--- src/rtl/fp_pkg.sv ---
// Shared floating-point definitions: field-width defaults, operand classes,
// rounding modes and the classify helper used by the multiplier and future adder.
package fp_pkg;

    localparam int FP32_EXP_W = 8;
    localparam int FP32_MAN_W = 23;
    localparam logic [31:0] FP32_QNAN = 32'h7FC0_0000;

    typedef enum logic [1:0] {
        FP_ZERO,
        FP_NORM,
        FP_INF,
        FP_NAN
    } fp_class_e;

    typedef enum logic {
        RND_RNE   = 1'b0,
        RND_TRUNC = 1'b1
    } rnd_mode_e;

    function automatic int fp_bias(input int exp_w);
        return (1 << (exp_w - 1)) - 1;
    endfunction

    // Subnormal encodings classify as zero (denormals-are-zero).
    function automatic fp_class_e fp_classify(input logic exp_zero,
                                              input logic exp_ones,
                                              input logic frac_nz);
        if (exp_zero) begin
            return FP_ZERO;
        end
        if (exp_ones) begin
            return frac_nz ? FP_NAN : FP_INF;
        end
        return FP_NORM;
    endfunction

endpackage

--- src/rtl/fp_round_pack.sv ---
// Combinational back end: normalise a raw significand product, round it,
// range-check the exponent and pack the result with its exception flags.
module fp_round_pack
    import fp_pkg::*;
#(
    parameter int EXP_W = FP32_EXP_W,
    parameter int MAN_W = FP32_MAN_W
) (
    input  logic                    sign,
    input  fp_class_e               cls,
    input  rnd_mode_e               rnd,
    input  logic signed [EXP_W+1:0] exp_sum,
    input  logic [2*MAN_W+1:0]      prod,
    output logic [EXP_W+MAN_W:0]    result,
    output logic                    overflow,
    output logic                    underflow,
    output logic                    invalid
);

    localparam int XW = EXP_W + 2;
    localparam logic [EXP_W-1:0] EXP_ONES = '1;
    localparam logic signed [XW-1:0] EXP_MAX = {2'b00, EXP_ONES};
    localparam logic signed [XW-1:0] ONE_X = {{(XW-1){1'b0}}, 1'b1};
    localparam logic signed [XW-1:0] ZERO_X = '0;
    localparam logic [EXP_W+MAN_W:0] QNAN = {1'b0, EXP_ONES, 1'b1, {(MAN_W-1){1'b0}}};

    logic                 msb;
    logic [MAN_W-1:0]     frac;
    logic                 guard;
    logic                 rbit;
    logic                 sticky;
    logic                 inc;
    logic [MAN_W:0]       frac_sum;
    logic signed [XW-1:0] exp_norm;
    logic signed [XW-1:0] exp_final;

    always_comb begin
        msb = prod[2*MAN_W+1];
        if (msb) begin
            frac   = prod[2*MAN_W:MAN_W+1];
            guard  = prod[MAN_W];
            rbit   = prod[MAN_W-1];
            sticky = |prod[MAN_W-2:0];
        end else begin
            frac   = prod[2*MAN_W-1:MAN_W];
            guard  = prod[MAN_W-1];
            rbit   = prod[MAN_W-2];
            sticky = |prod[MAN_W-3:0];
        end
        exp_norm = exp_sum + (msb ? ONE_X : ZERO_X);

        // A carry out of the fraction leaves it all-zero, so only the exponent moves.
        inc       = (rnd == RND_RNE) && guard && (rbit || sticky || frac[0]);
        frac_sum  = {1'b0, frac} + {{MAN_W{1'b0}}, inc};
        exp_final = exp_norm + (frac_sum[MAN_W] ? ONE_X : ZERO_X);

        result    = '0;
        overflow  = 1'b0;
        underflow = 1'b0;
        invalid   = 1'b0;
        case (cls)
            FP_NAN: begin
                result   = QNAN;
                invalid  = 1'b1;
                overflow = 1'b1;
            end
            FP_INF: begin
                result   = {sign, EXP_ONES, {MAN_W{1'b0}}};
                overflow = 1'b1;
            end
            FP_ZERO: begin
                result = '0;
            end
            default: begin
                if (exp_final >= EXP_MAX) begin
                    result   = {sign, EXP_ONES, {MAN_W{1'b0}}};
                    overflow = 1'b1;
                end else if (exp_final <= ZERO_X) begin
                    underflow = 1'b1;
                end else begin
                    result = {sign, exp_final[EXP_W-1:0], frac_sum[MAN_W-1:0]};
                end
            end
        endcase
    end

endmodule

--- src/rtl/fp_mul_pipe.sv ---
// Three-stage pipelined floating-point multiplier with a valid/ready handshake,
// selectable rounding, a pass-through tag and separate exception flags.
module fp_mul_pipe
    import fp_pkg::*;
#(
    parameter int EXP_W = FP32_EXP_W,
    parameter int MAN_W = FP32_MAN_W,
    parameter int TAG_W = 4
) (
    input  logic                 clk,
    input  logic                 rst,
    input  logic                 in_valid,
    output logic                 in_ready,
    input  logic [EXP_W+MAN_W:0] in_a,
    input  logic [EXP_W+MAN_W:0] in_b,
    input  logic                 in_rnd,
    input  logic [TAG_W-1:0]     in_tag,
    output logic                 out_valid,
    input  logic                 out_ready,
    output logic [EXP_W+MAN_W:0] out_result,
    output logic [TAG_W-1:0]     out_tag,
    output logic                 out_overflow,
    output logic                 out_underflow,
    output logic                 out_invalid
);

    localparam int W     = 1 + EXP_W + MAN_W;
    localparam int SIG_W = MAN_W + 1;
    localparam int PW    = 2 * SIG_W;
    localparam int XW    = EXP_W + 2;
    localparam logic signed [XW-1:0] BIAS_X = XW'(fp_bias(EXP_W));

    logic advance;

    logic             s0_valid;
    logic [W-1:0]     s0_a;
    logic [W-1:0]     s0_b;
    rnd_mode_e        s0_rnd;
    logic [TAG_W-1:0] s0_tag;

    logic                 s1_valid;
    logic                 s1_sign;
    fp_class_e            s1_cls;
    logic signed [XW-1:0] s1_exp;
    logic [SIG_W-1:0]     s1_sig_a;
    logic [SIG_W-1:0]     s1_sig_b;
    rnd_mode_e            s1_rnd;
    logic [TAG_W-1:0]     s1_tag;

    logic                 s2_valid;
    logic                 s2_sign;
    fp_class_e            s2_cls;
    logic signed [XW-1:0] s2_exp;
    logic [PW-1:0]        s2_prod;
    rnd_mode_e            s2_rnd;
    logic [TAG_W-1:0]     s2_tag;

    logic [EXP_W-1:0]     a_exp;
    logic [EXP_W-1:0]     b_exp;
    fp_class_e            a_cls;
    fp_class_e            b_cls;
    fp_class_e            res_cls;
    logic signed [XW-1:0] exp_sum;

    logic [W-1:0] rp_result;
    logic         rp_overflow;
    logic         rp_underflow;
    logic         rp_invalid;

    // One global enable: every stage moves together or the whole pipe holds.
    assign advance  = !out_valid || out_ready;
    assign in_ready = advance;

    always_comb begin
        a_exp   = s0_a[W-2:MAN_W];
        b_exp   = s0_b[W-2:MAN_W];
        a_cls   = fp_classify(a_exp == '0, &a_exp, |s0_a[MAN_W-1:0]);
        b_cls   = fp_classify(b_exp == '0, &b_exp, |s0_b[MAN_W-1:0]);
        exp_sum = $signed({2'b00, a_exp}) + $signed({2'b00, b_exp}) - BIAS_X;

        res_cls = FP_NORM;
        if (a_cls == FP_NAN || b_cls == FP_NAN ||
            (a_cls == FP_ZERO && b_cls == FP_INF) ||
            (a_cls == FP_INF && b_cls == FP_ZERO)) begin
            res_cls = FP_NAN;
        end else if (a_cls == FP_INF || b_cls == FP_INF) begin
            res_cls = FP_INF;
        end else if (a_cls == FP_ZERO || b_cls == FP_ZERO) begin
            res_cls = FP_ZERO;
        end
    end

    always_ff @(posedge clk) begin
        if (rst) begin
            s0_valid  <= 1'b0;
            s1_valid  <= 1'b0;
            s2_valid  <= 1'b0;
            out_valid <= 1'b0;
        end else if (advance) begin
            s0_valid  <= in_valid;
            s1_valid  <= s0_valid;
            s2_valid  <= s1_valid;
            out_valid <= s2_valid;
        end
    end

    // Datapath registers need no reset; bubbles are masked by the valid bits.
    always_ff @(posedge clk) begin
        if (advance) begin
            s0_a     <= in_a;
            s0_b     <= in_b;
            s0_rnd   <= rnd_mode_e'(in_rnd);
            s0_tag   <= in_tag;

            s1_sign  <= s0_a[W-1] ^ s0_b[W-1];
            s1_cls   <= res_cls;
            s1_exp   <= exp_sum;
            s1_sig_a <= {1'b1, s0_a[MAN_W-1:0]};
            s1_sig_b <= {1'b1, s0_b[MAN_W-1:0]};
            s1_rnd   <= s0_rnd;
            s1_tag   <= s0_tag;

            s2_sign  <= s1_sign;
            s2_cls   <= s1_cls;
            s2_exp   <= s1_exp;
            s2_prod  <= {{SIG_W{1'b0}}, s1_sig_a} * {{SIG_W{1'b0}}, s1_sig_b};
            s2_rnd   <= s1_rnd;
            s2_tag   <= s1_tag;
        end
    end

    fp_round_pack #(
        .EXP_W(EXP_W),
        .MAN_W(MAN_W)
    ) u_round_pack (
        .sign     (s2_sign),
        .cls      (s2_cls),
        .rnd      (s2_rnd),
        .exp_sum  (s2_exp),
        .prod     (s2_prod),
        .result   (rp_result),
        .overflow (rp_overflow),
        .underflow(rp_underflow),
        .invalid  (rp_invalid)
    );

    always_ff @(posedge clk) begin
        if (rst) begin
            out_result    <= '0;
            out_tag       <= '0;
            out_overflow  <= 1'b0;
            out_underflow <= 1'b0;
            out_invalid   <= 1'b0;
        end else if (advance) begin
            out_result    <= rp_result;
            out_tag       <= s2_tag;
            out_overflow  <= rp_overflow;
            out_underflow <= rp_underflow;
            out_invalid   <= rp_invalid;
        end
    end

endmodule

--- config.mk ---
export PLATFORM = sky130hd
export DESIGN_NAME = fp_mul_pipe
export DESIGN_NICKNAME = d
export VERILOG_FILES = /design/src/rtl/fp_pkg.sv /design/src/rtl/fp_round_pack.sv /design/src/rtl/fp_mul_pipe.sv
export SDC_FILE = /design/constraint.sdc
export NUM_CORES = 2
export LEC_CHECK = 0
export BUFFER_PORTS_ARGS = -buffer_cell sky130_fd_sc_hd__buf_2
export CORE_MARGIN = 1
export CORE_UTILIZATION = 40
export CTS_CLUSTER_DIAMETER = 30
export DETAILED_ROUTE_END_ITERATION = 8
export HOLD_SLACK_MARGIN = 0.05
export PLACE_DENSITY = 0.6
export REMOVE_ABC_BUFFERS = 1
export SLEW_MARGIN = 5
export SYNTH_ARGS = -nofsm -noshare
export SYNTH_HDL_FRONTEND = slang
export SYNTH_SLANG_ARGS = --single-unit
--- constraint.sdc ---
create_clock -name clk -period 9.47 [get_ports clk]
set_clock_uncertainty 0.2 [all_clocks]
set_input_delay 0.4735 -clock clk [delete_from_list [all_inputs] [get_ports clk]]
set_output_delay 0.4735 -clock clk [all_outputs]
set_load 0.02 [all_outputs]
==> results.py <==
metrics = {
    "clocking": {
        "clock_latency_ps": 590,
        "cts_resized": 0,
        "root_buffer": "clkbuf_16",
        "cts_tree": "built",
        "cts_htree_levels": 2,
        "clk_pin_slew_worst_paths_ps": 50,
        "clockBufferDepth": 3,
        "cts_made_buffers": 51,
        "cts_sinks": 242,
    },
    "global_routing": {
        "grt_pass1_vias": 21814,
        "grt_max_degree": 124,
        "grt_pass1_wl_mm": 119,
        "antenna_found_initial": 2,
        "overflow": 0,
        "grt_usage_pct": 21.8,
    },
    "layout": {
        "final_net_count": 3709,
        "n_antenna_cell": 0,
        "multiInputGateArea_mm2": 0.0187,
        "area_growth_pct": 14.4,
        "regArea_mm2": 0.00684,
        "drive_above_1_share_pct": 8.10,
        "fillers": 6610,
        "final_common_cell": "inv_1",
        "final_cells": 3941,
        "mostFrequentLayoutCells": "inv_1 (604), fa_1 (484), nand2_1 (339)",
    },
    "status": {
        "status": "finished clean",
    },
    "placed_design": {
        "gp_congestion": 0.952,
        "port_buffers": 113,
        "dpl.cell_count": 3778,
        "dp_hpwl_mm": 57.3,
    },
    "sta": {
        "setup_viol": 0,
        "rsz0062_at_grt": "false",
        "slew_headroom_pct": 8.55,
        "min_period_ps": 8490,
        "fin_crit_sh_pct": 89.7,
        "holdWs_ps": 214,
        "hold_viol_final": 0,
        "slew_violations": 0,
        "tns_ps": 0,
        "worst_slew_pin_slew_ps": 1370,
        "max_freq_ghz": 0.118,
    },
    "drt": {
        "routed_wirelength_mm": 74.9,
        "vias": 19777,
        "post-route-drc-count": 0,
        "routed_via_density": 5.02,
        "wl_per_cell_um": 19.0,
        "final_antenna_net_count": 0,
        "dr.pass1.iters": 5,
        "drt-initial-drc-count": 1229,
    },
    "synthesis": {
        "synth_ff_type": "edfxtp_1",
        "synth-seq-cells": 242,
        "syn_area_mm2": 0.0283,
        "synth_top_cell_by_area": "fa_1",
        "synth_area_leaders": "fa_1 (34%), edfxtp_1 (21%), ha_1 (8.5%)",
        "synth_edf_count": 199,
        "syn_inst": 2818,
        "ys_seq_area_share_pct": 24.2,
        "synth_cell_types": 68,
        "syn_area_per_cell_um2": 10.0,
        "synth.top_cell.area_share_pct": 34.3,
        "ys_async_sr_fraction_pct": 0,
        "yosysWarnings": 0,
    },
    "setup_path": {
        "crit_type": "register to register",
        "crit_path_end_kind": "register",
        "cp-start-kind": "register",
        "crit_fanout": 24,
        "cp.required_ps": 9590,
        "arrival_ps": 8610,
    },
    "flow_run": {
        "drv_cap": 0,
    },
    "die": {
        "core_area_mm2": 0.0700,
        "ios": 114,
        "die_w_um": 268,
        "die-area_mm2": 0.0717,
        "num_rows": 97,
        "die_y_um": 268,
        "initial_utilization_pct": 40.4,
    },
    "min_path": {
        "hold_path.class": "register to register",
    },
}
## critical path, cell delays in order (launching register included)
cell	delay, ps
edfxtp_1	1260
and2_1	290
fa_1	450
fa_1	550
inv_1	50
fa_1	500
fa_1	520
inv_1	60
fa_1	480
fa_1	490
inv_1	50
fa_1	480
inv_1	40
ha_1	390
and4_1	340
nand4_1	140
nor4bb_1	650
o21ai_1	160
a31oi_1	350
o32ai_2	160
mux2i_1	130
or4_1	510
## metrics by stage
stage          util (%)  setup WS (ps)  instance area (µm²)
2_1_floorplan         -           2180                27800
3_3_place_gp       42.5           1230                29800
3_5_place_dp       42.5           1070                29800
4_1_cts            46.2           1080                32300
5_1_grt            46.2            656                32300
6_report           46.2            980                32300
## sequential cells by signal, indices dropped and copies added, names as in the netlist, 4 cells and up
register    count
s2_prod        48
out_result     32
s0_a           32
s0_b           32
s1_sig_a       23
s1_sig_b       23
s1_exp         10
s2_exp         10
out_tag         4
s0_tag          4
s1_tag          4
s2_tag          4
## logic make-up (layout without fill, tap and decap cells)
| kind of cell | Yosys count | count (layout) | synth area share, % |
|---|---|---|---|
| buf+inv | 728 | 911 | 9.70 |
| mux | 19 | 19 | 0.691 |
| flops | 242 | 242 | 24.2 |
| compound gates | 245 | 245 | 5.64 |
| simple gates | 825 | 825 | 14.4 |
| fa+ha+maj | 675 | 675 | 42.7 |
| xor+xnor | 84 | 84 | 2.60 |
## synth_stat cells (7+ instances only)
cell,instances
a31oi_1,7
a22o_1,7
clkbuf_1,110
xor2_1,29
nor4_1,18
nand2_1,339
o211ai_1,10
xnor2_1,55
edfxtp_1,199
nand3_1,22
and2_1,257
nor3_1,18
a21oi_1,88
ha_1,191
dfxtp_1,43
and3_1,8
a21o_1,21
fa_1,484
o21ai_0,33
a211oi_1,7
nand4_1,20
nor2_1,96
nor2b_1,8
o21bai_1,15
inv_1,605
a22oi_1,16
mux2i_1,15
## final cells by class
class / instances / share of cell area, %
clock buffers: 64 / 4.49
clock inverters: 29 / 1.24
inverters: 608 / 7.08
multi-input cells: 1848 / 57.8
flip-flops and latches: 242 / 21.2
well taps: 940 / 3.64
repair buffers: 210 / 4.54
## layer usage
metal  share of wire (%)  track usage (%)  up-vias
met3                 8.0             5.46      157
met5               0.017                0        -
met4                 3.6             8.12        2
met2                  46             35.3      672
li1                    -                -     9018
met1                  42             28.2     9928
## worst paths after layout
check                    start           to  slack, ps  cells after the start
setup / recovery  s1_sig_a[17]  s2_prod[45]        980                     21
hold / removal       s1_tag[0]    s2_tag[0]        210                      0
setup reg to reg  s1_sig_a[17]  s2_prod[45]        980                     21
hold reg to reg      s1_tag[0]    s2_tag[0]        210                      0
## repair_timing
item,4_1_cts,5_1_grt
endpoints found under the setup margin,0,0
buffers inserted,0,0
hold endpoints to repair,70,0
hold buffers,70,0
Power is not shown: default switching activity piles up to over one toggle a cycle in this logic, so the estimate is an artifact.
